--- config.mk ---
export PLATFORM = sky130hd
export DESIGN_NAME = load_store_unit_flat
export DESIGN_NICKNAME = d
export VERILOG_FILES = /design/src/rtl/load_store_unit_if.sv /design/src/rtl/load_store_unit.sv /design/src/flat_wrapper.sv
export SDC_FILE = /design/constraint.sdc
export NUM_CORES = 1
export LEC_CHECK = 0
export ABC_AREA = 1
export CAP_MARGIN = 10
export CORE_MARGIN = 5
export CORE_UTILIZATION = 29
export CTS_CLUSTER_SIZE = 16
export DETAILED_ROUTE_END_ITERATION = 10
export GPL_ROUTABILITY_DRIVEN = 0
export GPL_TIMING_DRIVEN = 0
export PLACE_DENSITY_LB_ADDON = 0.2
export SYNTH_ARGS = -nofsm -noshare
export SYNTH_HDL_FRONTEND = slang
export SYNTH_SLANG_ARGS = --single-unit
--- constraint.sdc ---
create_clock -name clock -period 3.04 [get_ports clock]
set_input_delay 0.608 -clock clock [delete_from_list [all_inputs] [get_ports clock]]
set_output_delay 0.608 -clock clock [all_outputs]
set_load 0.01 [all_outputs]
--- src/rtl/load_store_unit_if.sv ---
// Bus bundles for the load/store unit.
// lsu_req_if carries the datapath request/response handshake and is driven by
// the datapath (master) toward the unit (slave).
// lsu_mem_if carries the word-addressed data memory port and is driven by the
// unit (master) toward the memory (slave).

interface lsu_req_if;
    logic        reqValid;
    logic        reqReady;
    logic        reqWrite;
    logic [2:0]  reqFunct3;
    logic [31:0] reqAddress;
    logic [31:0] reqWriteData;
    logic        respValid;
    logic        respError;
    logic [31:0] loadData;

    modport master (
        output reqValid, reqWrite, reqFunct3, reqAddress, reqWriteData,
        input  reqReady, respValid, respError, loadData
    );

    modport slave (
        input  reqValid, reqWrite, reqFunct3, reqAddress, reqWriteData,
        output reqReady, respValid, respError, loadData
    );
endinterface

interface lsu_mem_if;
    logic [31:0] memAddress;
    logic [31:0] memWriteData;
    logic        memWrite;
    logic        memRead;
    logic [31:0] memReadData;

    modport master (
        output memAddress, memWriteData, memWrite, memRead,
        input  memReadData
    );

    modport slave (
        input  memAddress, memWriteData, memWrite, memRead,
        output memReadData
    );
endinterface

--- src/rtl/load_store_unit.sv ---
// Load/store unit: accepts byte/halfword/word loads and stores from the
// datapath, checks alignment, range and funct3 legality, and drives a
// word-addressed data memory. Sub-word stores use read-modify-write.
// Memory strobes are decoded from the state register so an asynchronous
// reset removes them instantly and no partial write can occur.

module load_store_unit #(
    parameter int MEM_WORDS = 32
) (
    input  logic      clock,
    input  logic      reset,
    lsu_req_if.slave  req,
    lsu_mem_if.master mem
);

    typedef enum logic [2:0] {
        IDLE  = 3'd0,
        READ  = 3'd1,
        WAIT  = 3'd2,
        WRITE = 3'd3,
        RESP  = 3'd4
    } state_t;

    state_t      state_r;
    state_t      state_next_s;
    logic        write_r;
    logic [2:0]  funct3_r;
    logic [31:0] addr_r;
    logic [31:0] wdata_r;
    logic        error_r;
    logic [31:0] load_data_r;
    logic        accept_s;
    logic        error_s;
    logic [31:0] word_addr_s;

    // Flags a request that must not touch memory: illegal funct3,
    // misalignment for its size, or a word index beyond the memory.
    function automatic logic request_error(input logic wr, input logic [2:0] f3,
                                           input logic [31:0] a);
        logic ill;
        logic mis;
        logic rng;
        case (f3)
            3'b000, 3'b001, 3'b010: ill = 1'b0;
            3'b100, 3'b101:         ill = wr;
            default:                ill = 1'b1;
        endcase
        case (f3)
            3'b001, 3'b101: mis = a[0];
            3'b010:         mis = (a[1:0] != 2'b00);
            default:        mis = 1'b0;
        endcase
        rng = (a[31:2] >= 30'(MEM_WORDS));
        return ill | mis | rng;
    endfunction

    // Selects the addressed byte/halfword lane and sign- or zero-extends it.
    function automatic logic [31:0] extend_load(input logic [31:0] word,
                                                input logic [2:0] f3,
                                                input logic [1:0] lane);
        logic [7:0]  b;
        logic [15:0] h;
        logic [31:0] r;
        b = word[{lane, 3'b000} +: 8];
        if (lane[1]) begin
            h = word[31:16];
        end else begin
            h = word[15:0];
        end
        case (f3)
            3'b000:  r = {{24{b[7]}}, b};
            3'b001:  r = {{16{h[15]}}, h};
            3'b010:  r = word;
            3'b100:  r = {24'd0, b};
            3'b101:  r = {16'd0, h};
            default: r = 32'd0;
        endcase
        return r;
    endfunction

    // Replaces the addressed byte or halfword of the old word with store data.
    function automatic logic [31:0] merge_store(input logic [31:0] old_word,
                                                input logic [31:0] data,
                                                input logic [2:0] f3,
                                                input logic [1:0] lane);
        logic [31:0] r;
        r = old_word;
        case (f3[1:0])
            2'b00: r[{lane, 3'b000} +: 8] = data[7:0];
            2'b01: begin
                if (lane[1]) begin
                    r[31:16] = data[15:0];
                end else begin
                    r[15:0] = data[15:0];
                end
            end
            default: r = data;
        endcase
        return r;
    endfunction

    assign accept_s    = (state_r == IDLE) && req.reqValid;
    assign error_s     = request_error(req.reqWrite, req.reqFunct3, req.reqAddress);
    assign word_addr_s = {addr_r[31:2], 2'b00};

    // State register.
    always_ff @(posedge clock or negedge reset) begin
        if (!reset) begin
            state_r <= IDLE;
        end else begin
            state_r <= state_next_s;
        end
    end

    // Latch the request and its error verdict on the accept edge.
    always_ff @(posedge clock or negedge reset) begin
        if (!reset) begin
            write_r  <= 1'b0;
            funct3_r <= 3'd0;
            addr_r   <= 32'd0;
            wdata_r  <= 32'd0;
            error_r  <= 1'b0;
        end else if (accept_s) begin
            write_r  <= req.reqWrite;
            funct3_r <= req.reqFunct3;
            addr_r   <= req.reqAddress;
            wdata_r  <= req.reqWriteData;
            error_r  <= error_s;
        end
    end

    // Capture the extended load result when the memory word arrives.
    always_ff @(posedge clock or negedge reset) begin
        if (!reset) begin
            load_data_r <= 32'd0;
        end else if ((state_r == WAIT) && !write_r) begin
            load_data_r <= extend_load(mem.memReadData, funct3_r, addr_r[1:0]);
        end
    end

    // Next-state sequencing through read, read-modify-write or direct write.
    always_comb begin
        state_next_s = state_r;
        case (state_r)
            IDLE: begin
                if (req.reqValid) begin
                    if (error_s) begin
                        state_next_s = RESP;
                    end else if (req.reqWrite && (req.reqFunct3 == 3'b010)) begin
                        state_next_s = WRITE;
                    end else begin
                        state_next_s = READ;
                    end
                end else begin
                    state_next_s = IDLE;
                end
            end
            READ:    state_next_s = WAIT;
            WAIT:    state_next_s = RESP;
            WRITE:   state_next_s = RESP;
            RESP:    state_next_s = IDLE;
            default: state_next_s = IDLE;
        endcase
    end

    // Output decode from the current state.
    always_comb begin
        req.reqReady     = 1'b0;
        req.respValid    = 1'b0;
        req.respError    = 1'b0;
        req.loadData     = load_data_r;
        mem.memAddress   = 32'd0;
        mem.memWriteData = 32'd0;
        mem.memWrite     = 1'b0;
        mem.memRead      = 1'b0;
        case (state_r)
            IDLE: req.reqReady = 1'b1;
            READ: begin
                mem.memRead    = 1'b1;
                mem.memAddress = word_addr_s;
            end
            WAIT: begin
                mem.memAddress = word_addr_s;
                if (write_r) begin
                    mem.memWrite     = 1'b1;
                    mem.memWriteData = merge_store(mem.memReadData, wdata_r,
                                                   funct3_r, addr_r[1:0]);
                end else begin
                    mem.memWrite     = 1'b0;
                end
            end
            WRITE: begin
                mem.memWrite     = 1'b1;
                mem.memAddress   = word_addr_s;
                mem.memWriteData = wdata_r;
            end
            RESP: begin
                req.respValid = 1'b1;
                req.respError = error_r;
                if (write_r || error_r) begin
                    req.loadData = 32'd0;
                end else begin
                    req.loadData = load_data_r;
                end
            end
            default: req.reqReady = 1'b0;
        endcase
    end

endmodule

--- src/flat_wrapper.sv ---
// flat-port wrapper written by rule: the top's interface ports become plain ports
module load_store_unit_flat 
#(
    parameter int MEM_WORDS = 32
)
  (clock, reset, req_reqValid, req_reqWrite, req_reqFunct3, req_reqAddress, req_reqWriteData, req_reqReady, req_respValid, req_respError, req_loadData, mem_memAddress, mem_memWriteData, mem_memWrite, mem_memRead, mem_memReadData);
  lsu_req_if req_i ();
  lsu_mem_if mem_i ();
  input  logic clock;
  input  logic reset;
  input wire logic [$bits(req_i.reqValid)-1:0] req_reqValid;
  input wire logic [$bits(req_i.reqWrite)-1:0] req_reqWrite;
  input wire logic [$bits(req_i.reqFunct3)-1:0] req_reqFunct3;
  input wire logic [$bits(req_i.reqAddress)-1:0] req_reqAddress;
  input wire logic [$bits(req_i.reqWriteData)-1:0] req_reqWriteData;
  output wire logic [$bits(req_i.reqReady)-1:0] req_reqReady;
  output wire logic [$bits(req_i.respValid)-1:0] req_respValid;
  output wire logic [$bits(req_i.respError)-1:0] req_respError;
  output wire logic [$bits(req_i.loadData)-1:0] req_loadData;
  output wire logic [$bits(mem_i.memAddress)-1:0] mem_memAddress;
  output wire logic [$bits(mem_i.memWriteData)-1:0] mem_memWriteData;
  output wire logic [$bits(mem_i.memWrite)-1:0] mem_memWrite;
  output wire logic [$bits(mem_i.memRead)-1:0] mem_memRead;
  input wire logic [$bits(mem_i.memReadData)-1:0] mem_memReadData;
  assign req_i.reqValid = req_reqValid;
  assign req_i.reqWrite = req_reqWrite;
  assign req_i.reqFunct3 = req_reqFunct3;
  assign req_i.reqAddress = req_reqAddress;
  assign req_i.reqWriteData = req_reqWriteData;
  assign req_reqReady = req_i.reqReady;
  assign req_respValid = req_i.respValid;
  assign req_respError = req_i.respError;
  assign req_loadData = req_i.loadData;
  assign mem_memAddress = mem_i.memAddress;
  assign mem_memWriteData = mem_i.memWriteData;
  assign mem_memWrite = mem_i.memWrite;
  assign mem_memRead = mem_i.memRead;
  assign mem_i.memReadData = mem_memReadData;
  load_store_unit #(.MEM_WORDS(MEM_WORDS)) u_core (.clock(clock), .reset(reset), .req(req_i), .mem(mem_i));
endmodule
==> impl_metrics.csv, run 1 <==
group,metric,value,unit
synthesis,synth_fa_ha_area_frac,0.00906,
worst_setup_path,path_buf_inv,5,
placement,port_buffers,201,
global_routing,antenna_found_initial,2,
clock_tree,insertion_delay,0.37,ns
cells_and_area,fin_util,0.422,
worst_setup_path,reg2reg_from,"u_core.addr_r[1]",
timing,layout_min_cycle_time,2.96,ns
synthesis,muxShareOfSynthArea,0,
timing,setup_viol,0,
worst_setup_path,critical_path.endpoint_type,"primary output",
global_routing,grt_pass1_vias,7534,
synthesis,synth_cells,1126,
worst_setup_path,reg2reg_setup_slack,1.27,ns
worst_setup_path,slowest_stage,"dfrtp_1",
routing,drt_first_pass_iters,5,
status,status,"completed",
clock_tree,clkTransAtPathRegs,0.08,ns
die,chipWidth,164,µm
worst_setup_path,critPathArrivalTime,2.35,ns
synthesis,syn_area_per_cell,6.13,µm²
clock_tree,clock_path_buffers,2,
routing,vias,7724,
timing,slew_headroom,0.628,
synthesis,synth_xor_xnor_area_share,0,
worst_setup_path,path_class,"reg -> out",
synthesis,synth_compound_area_frac,0.129,
die,die_h,164,µm
placement,dp_hpwl,21.1,mm
worst_setup_path,required,2.43,ns
routing,antenna_left,0,
die,rows,56,
cells_and_area,area_delta_synth_final,43.4,%
run,maxCapViolCount,0,
synthesis,ys_seq_area_frac,0.377,
routing,wire_per_inst,15.9,µm
worst_setup_path,rr_endpoint,"u_core.load_data_r[5]",
die,start_util,0.294,
cells_and_area,drive_gt1_frac,0.102,
synthesis,yosys.area_share.simple,0.379,
global_routing,grt_max_degree,65,
global_routing,grt_remaining_overflow,0,
timing,slew_violations,0,
timing,worst_pin_slew,0.558,ns
timing,finClkSkew,0.0147,ns
cells_and_area,antenna_cells,0,
synthesis,ys_warn_count,0,
worst_setup_path,cp.depth,11,
synthesis,ys_types,24,
pwr,vdd_ir_drop_max,0.300,mV
timing,finalHoldViolCount,0,
timing,fmax,338,MHz
routing,drc,0,
clock_tree,postCtsHoldBufs,0,
routing,vias_per_cell,4.61,
clock_tree,cts_buffers,9,
global_routing,grtUsageTotal,0.196,
clock_tree,cts_tree,"done",
synthesis,synth_top_family_by_area,"simple AND/OR/NAND/NOR gates",
die,io_pins,204,
clock_tree,cts_root_buf,"clkbuf_16",
clock_tree,clock-sinks,104,
synthesis,synth-seq-cells,104,
worst_setup_path,cp_cell_sequence,"buf_6 > inv_4 > clkbuf_16 > ha_4 > inv_2 > nor2_4 > nand2_4 > o21ai_0 > nand2_1 > a21oi_2 > clkbuf_2",
worst_setup_path,cp_top_family,"buffers and inverters",
die,core-area,23500,µm²
timing,finalCritPeriodShare,0.974,
worst_setup_path,rr_worst_depth,9,
global_routing,grt_pass1_wl,41.3,mm
pwr,power_leakage,4.74,nW
cells_and_area,fin_nets,1460,
routing,routed_wl,26.6,mm
worst_setup_path,critPathMaxFanout,8,
routing,drt_iter0_markers,504,
worst_setup_path,critPathLaunchType,"flop",
pwr,power.density,409,nW/µm²
clock_tree,htreeDepth,3,
hold_path,hp-class,"in -> async",
worst_setup_path,slowest_delay,0.38,ns
timing,hold_ws,0.231,ns
synthesis,syn_area,6910,µm²
die,dieArea,27000,µm²
how the worst max path moves through the flow:
stage	from	endpoint	slack [ns]
finish	u_core.addr_r[1]	mem_memWriteData[14]	0.08
global route	u_core.addr_r[0]	mem_memWriteData[31]	-0.01
CTS	u_core.addr_r[1]	mem_memWriteData[14]	-0.08
detailed placement	u_core.addr_r[1]	mem_memWriteData[14]	-0.75
global placement	reset	u_core.wdata_r[19]	-2.98
floorplan	u_core.addr_r[1]	mem_memWriteData[31]	0.40
synthesized netlist by cell type:
cell,number,area share
nand2_1,433,0.24
nor2_1,135,0.073
inv_1,109,0.059
dfrtp_1,104,0.38
o21ai_0,90,0.065
nand3_1,80,0.058
a21oi_1,74,0.054
buf_2,30,0.022
clkbuf_1,21,0.011
o21ai_1,13,0.0094
inv_2,8,0.0043
buf_4,5,0.0054
ha_1,5,0.0091
buf_1,4,0.0022
nand2_2,3,0.0027
clkinv_1,2,0.0011
nand3_2,2,0.0029
nor2_2,2,0.0018
conb_1,1,0.00054
nand4_1,1,0.00091
nor2_4,1,0.0016
nor3_1,1,0.00072
nor3_2,1,0.0014
o211ai_1,1,0.0011
flip-flops by register name, indices dropped and copies added, names as in the netlist:
signal,flops
u_core.addr_r,32
u_core.error_r,1
u_core.funct3_r,3
u_core.load_data_r,32
u_core.state_r,3
u_core.wdata_r,32
u_core.write_r,1
cell usage in the layout, fill, tap and decap left out, drive strengths merged:
cell	instances
clkdlybuf4s50	168
clkinvlp	1
o21ai	103
clkbuf	35
inv	120
nand3	82
ha	5
a21oi	74
nand2	436
nor3	2
dfrtp	104
o211ai	1
conb	2
nor2	138
dlygate4sd2	10
buf	59
nand4	1
bufinv	1
clkdlybuf4s15	11
clkinv	4
timing repair:
item                                   in CTS  in global routing
setup endpoints to repair                  62                 43
endpoints found under the hold margin       0                  0
pin swaps                                   5                 11
setup buffers                               6                  6
resized for setup                         106                 38
power breakdown:
group / total, mW / switching [mW] / internal (mW)
combinational: 1.14 / 0.674 / 0.470
clock: 1.29 / 0.619 / 0.668
sequential: 1.62 / 0.117 / 1.50
worst reg2reg max path, cell delays in order (launching register included):
cell	delay [ns]
dfrtp_1	0.38
buf_6	0.13
buf_4	0.13
clkbuf_1	0.42
nand2_1	0.21
nand2_1	0.11
nand2_1	0.06
nand3_1	0.13
nand2_1	0.07
o21ai_1	0.07
logic make-up (layout without fill, tap and decap cells):
family | count (synthesis) | count (layout)
AOI/OAI and AO/OA | 178 | 178
adders and majority gates | 5 | 5
buffers and inverters | 179 | 409
DFF | 104 | 104
other | 1 | 2
and+or+nand+nor | 659 | 659
area by class of cell:
cell class	count	area, µm²
plain buffers	60	313
clock inverters	7	98.8
multi-input cells	844	3720
well taps	319	399
clock buffers	9	225
fillers	2529	13600
inverters	119	454
repair buffers	214	2090
flip-flops and latches	104	2600
through the flow:
step / power, mW / setup TNS [ns] / worst slack, ns / instance area, µm² / cells
2_1_floorplan: 2.20 / 0 / 0.399 / 6910 / 1127
3_3_place_gp: 2.68 / -324.96 / -2.98 / 9320 / 1647
3_5_place_dp: 2.69 / -16.72 / -0.751 / 9350 / 1648
4_1_cts: 4.04 / -0.0800 / -0.0752 / 9830 / 1670
5_1_grt: 4.27 / -0.0273 / -0.0139 / 9900 / 1676
6_report: 4.05 / 0 / 0.0805 / 9900 / 1676
per-layer routing:
layer | track usage | vias up | part of all wire
li1 | - | 3957 | -
met1 | 0.262 | 3478 | 0.45
met2 | 0.314 | 247 | 0.45
met3 | 0.0529 | 38 | 0.080
met4 | 0.0518 | 4 | 0.025
met5 | 0 | - | 0.00086
(Power assumes the default switching activity.)
==> inputs of run 2 (changes only) <==
--- a/config.mk
+++ b/config.mk
@@ -7,8 +7,8 @@
 export LEC_CHECK = 0
 export ABC_AREA = 1
 export CAP_MARGIN = 10
-export CORE_MARGIN = 5
-export CORE_UTILIZATION = 29
+export CORE_MARGIN = 2
+export CORE_UTILIZATION = 40
 export CTS_CLUSTER_SIZE = 16
 export DETAILED_ROUTE_END_ITERATION = 10
 export GPL_ROUTABILITY_DRIVEN = 0
==> impl_metrics.csv, run 2 (synthesis results as in run 1) <==
group,metric,value,unit
worst_setup_path,slowest_delay,0.38,ns
worst_setup_path,path_buf_inv,4,
hold_path,hp-class,"in -> async",
timing,fmax,335,MHz
cells_and_area,final_cell_area,9580,µm²
worst_setup_path,cp_common_cell,"o21ai_1",
routing,routed_wl,23.8,mm
global_routing,grt_pass1_vias,7430,
run,maxCapViolCount,0,
worst_setup_path,slowest_stage,"dfrtp_1",
clock_tree,cts_buffers,9,
routing,vias_per_cell,4.95,
routing,antenna_left,0,
worst_setup_path,reg2reg_setup_slack,1.28,ns
worst_setup_path,critical_path.endpoint_type,"primary output",
placement,port_buffers,201,
worst_setup_path,reg2reg_from,"u_core.addr_r[1]",
cells_and_area,drive_gt1_frac,0.0954,
cells_and_area,top_regs,"u_core.addr_r: 32 flops, u_core.load_data_r: 32 flops, u_core.wdata_r: 32 flops",
pwr,power_leakage,4.67,nW
global_routing,grt_remaining_overflow,0,
global_routing,grt_max_degree,68,
placement,placed_area,9230,µm²
status,status,"completed",
cells_and_area,fillers,1746,
die,start_util,0.404,
worst_setup_path,required,2.43,ns
clock_tree,cts_tree,"done",
clock_tree,insertion_delay,0.36,ns
clock_tree,htreeDepth,3,
clock_tree,clkTransAtPathRegs,0.07,ns
worst_setup_path,rr_worst_depth,9,
cells_and_area,layout_common_cells,"nand2_1 (430), clkdlybuf4s50_1 (168), nor2_1 (132), inv_1 (107), dfrtp_1 (103)",
timing,grt_setup_unrepaired,"yes",
die,dieArea,18300,µm²
cells_and_area,antenna_cells,0,
worst_setup_path,cp_cell_sequence,"buf_6 > inv_4 > clkbuf_8 > ha_1 > nor2_2 > nand3_2 > o21ai_1 > nand2_1 > o21ai_1 > dlygate4sd2_1",
pwr,vdd_ir_drop_max,0.272,mV
routing,wire_per_inst,15.1,µm
worst_setup_path,critPathArrivalTime,2.37,ns
worst_setup_path,cp_top_family,"buffers and inverters",
die,core-area,17100,µm²
routing,drt_first_pass_iters,5,
clock_tree,clock_path_buffers,2,
timing,slew_headroom,0.613,
global_routing,grtUsageTotal,0.262,
timing,slew_violations,0,
timing,setup_viol,0,
clock_tree,cts_root_buf,"clkbuf_16",
timing,layout_min_cycle_time,2.98,ns
die,chipWidth,135,µm
global_routing,antenna_found_initial,0,
die,rows,48,
worst_setup_path,path_class,"reg -> out",
timing,finalHoldViolCount,0,
timing,finalCritPeriodShare,0.981,
routing,drc,0,
routing,drt_iter0_markers,639,
die,io_pins,204,
clock_tree,postCtsHoldBufs,0,
worst_setup_path,rr_endpoint,"u_core.load_data_r[4]",
global_routing,grt_pass1_wl,37.6,mm
timing,hold_ws,0.211,ns
cells_and_area,fin_nets,1455,
worst_setup_path,critPathMaxFanout,8,
placement,dp_hpwl,18.7,mm
worst_setup_path,critPathLaunchType,"flop",
timing,finClkSkew,0.0115,ns
cells_and_area,area_delta_synth_final,38.6,%
die,die_h,135,µm
pwr,power.density,401,nW/µm²
routing,vias,7806,
timing,worst_pin_slew,0.581,ns
cells_and_area,final_common_cell,"nand2_1",
clock_tree,clock-sinks,104,
==> run 2: changes by cell type in the layout (fill, tap and decap cells not counted), moves of 3 or more <==
cell and delta:
buf_2 -4, clkdlybuf4s15_2 -8, clkbuf_2 +15, buf_4 -4, dlygate4sd2_1 -3
==> run 2: worst register-to-register path, stage by stage, from the launching register on <==
cell	delay, ns
dfrtp_1	0.38
buf_6	0.14
buf_4	0.13
clkbuf_1	0.42
nand2_1	0.22
nand2_1	0.11
nand2_1	0.06
nand3_1	0.11
nand2_1	0.06
o21ai_1	0.06
==> run 2: worst max path at each step <==
| stage | start | endpoint | slack [ns] | cells past startpoint |
|---|---|---|---|---|
| after global placement | reset | u_core.wdata_r[23] | -2.67 | 1 |
| final | u_core.addr_r[1] | mem_memWriteData[7] | 0.06 | 10 |
| after CTS | u_core.addr_r[1] | mem_memWriteData[29] | 0.0004 | 13 |
| after global routing | u_core.addr_r[1] | mem_memWriteData[10] | -0.07 | 11 |
| after detailed placement | u_core.addr_r[1] | mem_memWriteData[8] | -0.63 | 11 |
| after floorplan | u_core.addr_r[1] | mem_memWriteData[31] | 0.40 | 11 |
==> run 2: area by class of cell <==
type                    instances  area (µm²)  share of cell area
flip-flops and latches        104        2600               0.272
well taps                     225         282              0.0294
inverters                     119         450              0.0470
clock inverters                 7        53.8             0.00562
plain buffers                  60         298              0.0311
multi-input cells             844        3690               0.385
clock buffers                   9         225              0.0235
repair buffers                209        1980               0.206
==> run 2: what timing repair did <==
action,4_1_cts,5_1_grt
gates resized for setup,72,61
endpoints found under the hold margin,0,0
pin swaps,3,7
buffers inserted,4,3
gates cloned,0,0
setup endpoints to repair,62,33
==> run 2: per-stage QoR <==
stage               cells  setup WS (ns)  TNS [ns]  power (mW)  utilization
floorplan            1127          0.399         0        2.20            -
global placement     1553          -2.67   -291.03        2.65        0.538
detailed placement   1554         -0.625    -13.91        2.67        0.539
CTS                  1574       0.000359         0        3.82        0.561
global route         1577        -0.0653    -0.334        4.05        0.559
finish               1577         0.0582         0        3.84        0.559
==> run 2: metal layers <==
layer,GRT usage,routed length (µm),vias to the layer above
li1,-,-,3941
met1,0.333,9970,3459
met2,0.432,10900,339
met3,0.0520,1950,67
met4,0.120,954,0
met5,0,0,-
==> run 2: power breakdown <==
group	switching [mW]	internal [mW]	leakage [nW]	total, mW
registers	0.112	1.50	1.17	1.62
logic	0.656	0.449	3.36	1.10
clock network	0.557	0.565	0.141	1.12
total	1.32	2.52	4.67	3.84
==> inputs of run 3 (changes only) <==
--- a/config.mk
+++ b/config.mk
@@ -8,7 +8,7 @@
 export ABC_AREA = 1
 export CAP_MARGIN = 10
 export CORE_MARGIN = 2
-export CORE_UTILIZATION = 40
+export CORE_UTILIZATION = 45
 export CTS_CLUSTER_SIZE = 16
 export DETAILED_ROUTE_END_ITERATION = 10
 export GPL_ROUTABILITY_DRIVEN = 0
==> impl_metrics.csv, run 3 (synthesis results as in run 1) <==
group,metric,value,unit
cells_and_area,drive_gt1_frac,0.0962,
cells_and_area,final_cells,1539,
cells_and_area,fin_util,0.642,
placement,placed_area,9180,µm²
routing,antenna_left,0,
clock_tree,clkTransAtPathRegs,0.07,ns
global_routing,antenna_found_initial,0,
clock_tree,clock_path_buffers,2,
routing,routed_wl,23.2,mm
clock_tree,clock-sinks,104,
worst_setup_path,rr_endpoint,"u_core.load_data_r[4]",
timing,fmax,335,MHz
clock_tree,cts_tree,"done",
cells_and_area,area_delta_synth_final,40.4,%
routing,vias_per_cell,5.19,
routing,vias,7985,
timing,finClkSkew,0.0115,ns
pwr,power.density,405,nW/µm²
hold_path,hp-class,"in -> async",
clock_tree,cts_root_buf,"clkbuf_16",
clock_tree,htreeDepth,3,
routing,drt_iter0_markers,564,
placement,port_buffers,201,
cells_and_area,final_common_cell,"nand2_1",
cells_and_area,fin_nets,1455,
run,maxCapViolCount,0,
pwr,power_leakage,4.69,nW
global_routing,grt_remaining_overflow,0,
global_routing,grtUsageTotal,0.286,
die,core-area,15100,µm²
cells_and_area,layout_common_cells,"nand2_1 (431), clkdlybuf4s50_1 (168), nor2_1 (132), inv_1 (106), dfrtp_1 (103)",
worst_setup_path,path_class,"reg -> out",
die,start_util,0.458,
global_routing,grt_pass1_wl,37.0,mm
cells_and_area,fillers,1444,
timing,layout_min_cycle_time,2.98,ns
status,status,"completed",
global_routing,grt_pass1_vias,7257,
timing,setup_viol,0,
routing,drc,0,
placement,dp.cells,1517,
worst_setup_path,critPathLaunchType,"flop",
timing,finalCritPeriodShare,0.981,
die,chipWidth,128,µm
pwr,vdd_ir_drop_max,0.258,mV
worst_setup_path,required,2.43,ns
cells_and_area,antenna_cells,0,
clock_tree,postCtsHoldBufs,0,
placement,dp_hpwl,17.9,mm
timing,slew_violations,0,
die,io_pins,204,
die,rows,45,
timing,slew_headroom,0.601,
routing,drt_first_pass_iters,8,
worst_setup_path,critPathArrivalTime,2.37,ns
clock_tree,cts_buffers,9,
timing,grt_setup_unrepaired,"no",
worst_setup_path,critical_path.endpoint_type,"primary output",
clock_tree,insertion_delay,0.37,ns
global_routing,grt_max_degree,62,
timing,worst_pin_slew,0.599,ns
timing,finalHoldViolCount,0,
worst_setup_path,crit_end,"mem_memWriteData[19]",
worst_setup_path,reg2reg_setup_slack,1.31,ns
routing,wire_per_inst,15.1,µm
worst_setup_path,critPathMaxFanout,8,
cells_and_area,final_cell_area,9690,µm²
die,die_h,128,µm
cells_and_area,top_regs,"u_core.addr_r: 32 flops, u_core.load_data_r: 32 flops, u_core.wdata_r: 32 flops",
die,dieArea,16400,µm²
worst_setup_path,rr_worst_depth,9,
worst_setup_path,reg2reg_from,"u_core.addr_r[1]",
worst_setup_path,crit_start,"u_core.addr_r[1]",
[run 3: layout make-up]
class | instances | area [µm²] | share of cell area
plain buffers | 60 | 312 | 0.0321
clock inverters | 6 | 61.3 | 0.00632
repair buffers | 209 | 2070 | 0.213
multi-input cells | 844 | 3740 | 0.386
inverters | 119 | 453 | 0.0467
well taps | 188 | 235 | 0.0243
flip-flops and latches | 104 | 2600 | 0.269
clock buffers | 9 | 225 | 0.0232
[run 3: metal layers]
metal / part of all wire / track usage / vias up / wire [µm]
li1: - / - / 3935 / -
met1: 0.44 / 0.402 / 3603 / 10100
met2: 0.44 / 0.436 / 388 / 10300
met3: 0.082 / 0.0501 / 59 / 1900
met4: 0.037 / 0.125 / 0 / 856
met5: 0 / 0 / - / 0
[run 3: worst min-delay path by stage]
stage	to	from	cells after the start
final	u_core.addr_r[15]	reset	1
after global routing	u_core.addr_r[15]	reset	1
after CTS	u_core.addr_r[15]	reset	1
after detailed placement	u_core.load_data_r[8]	u_core.load_data_r[8]	2
after global placement	u_core.error_r	u_core.error_r	2
after floorplan	u_core.addr_r[0]	reset	0
[run 3: power by group]
group / internal (mW) / switching, mW / leakage, nW
Clock: 0.631 / 0.544 / 0.141
Sequential: 1.50 / 0.115 / 1.17
Combinational: 0.465 / 0.669 / 3.39
Total: 2.60 / 1.33 / 4.69
[run 3: per-stage QoR]
stage | setup TNS (ns) | total power, mW | worst slack [ns] | hold WS, ns
2_1_floorplan | 0 | 2.20 | 0.399 | 0.312
3_3_place_gp | -285.26 | 2.64 | -2.61 | 0.464
3_5_place_dp | -15.70 | 2.67 | -0.640 | 0.466
4_1_cts | 0 | 3.88 | 0.000520 | 0.262
5_1_grt | 0 | 4.12 | 0.00257 | 0.283
6_report | 0 | 3.93 | 0.0579 | 0.232
[run 3: timing repair]
item / 4_1_cts / 5_1_grt
resized for setup: 96 / 43
pin swaps: 5 / 8
setup endpoints to repair: 62 / 66
buffers inserted: 6 / 1
[run 3: worst max-delay path, cell delays in order (launching register included)]
cell,delay [ns]
dfrtp_1,0.40
buf_6,0.13
inv_6,0.04
clkbuf_16,0.14
ha_4,0.26
inv_2,0.05
nor2_4,0.14
buf_12,0.14
nand3_1,0.06
nand2_1,0.08
nand3_2,0.10
a21oi_2,0.20
clkdlybuf4s15_2,0.25
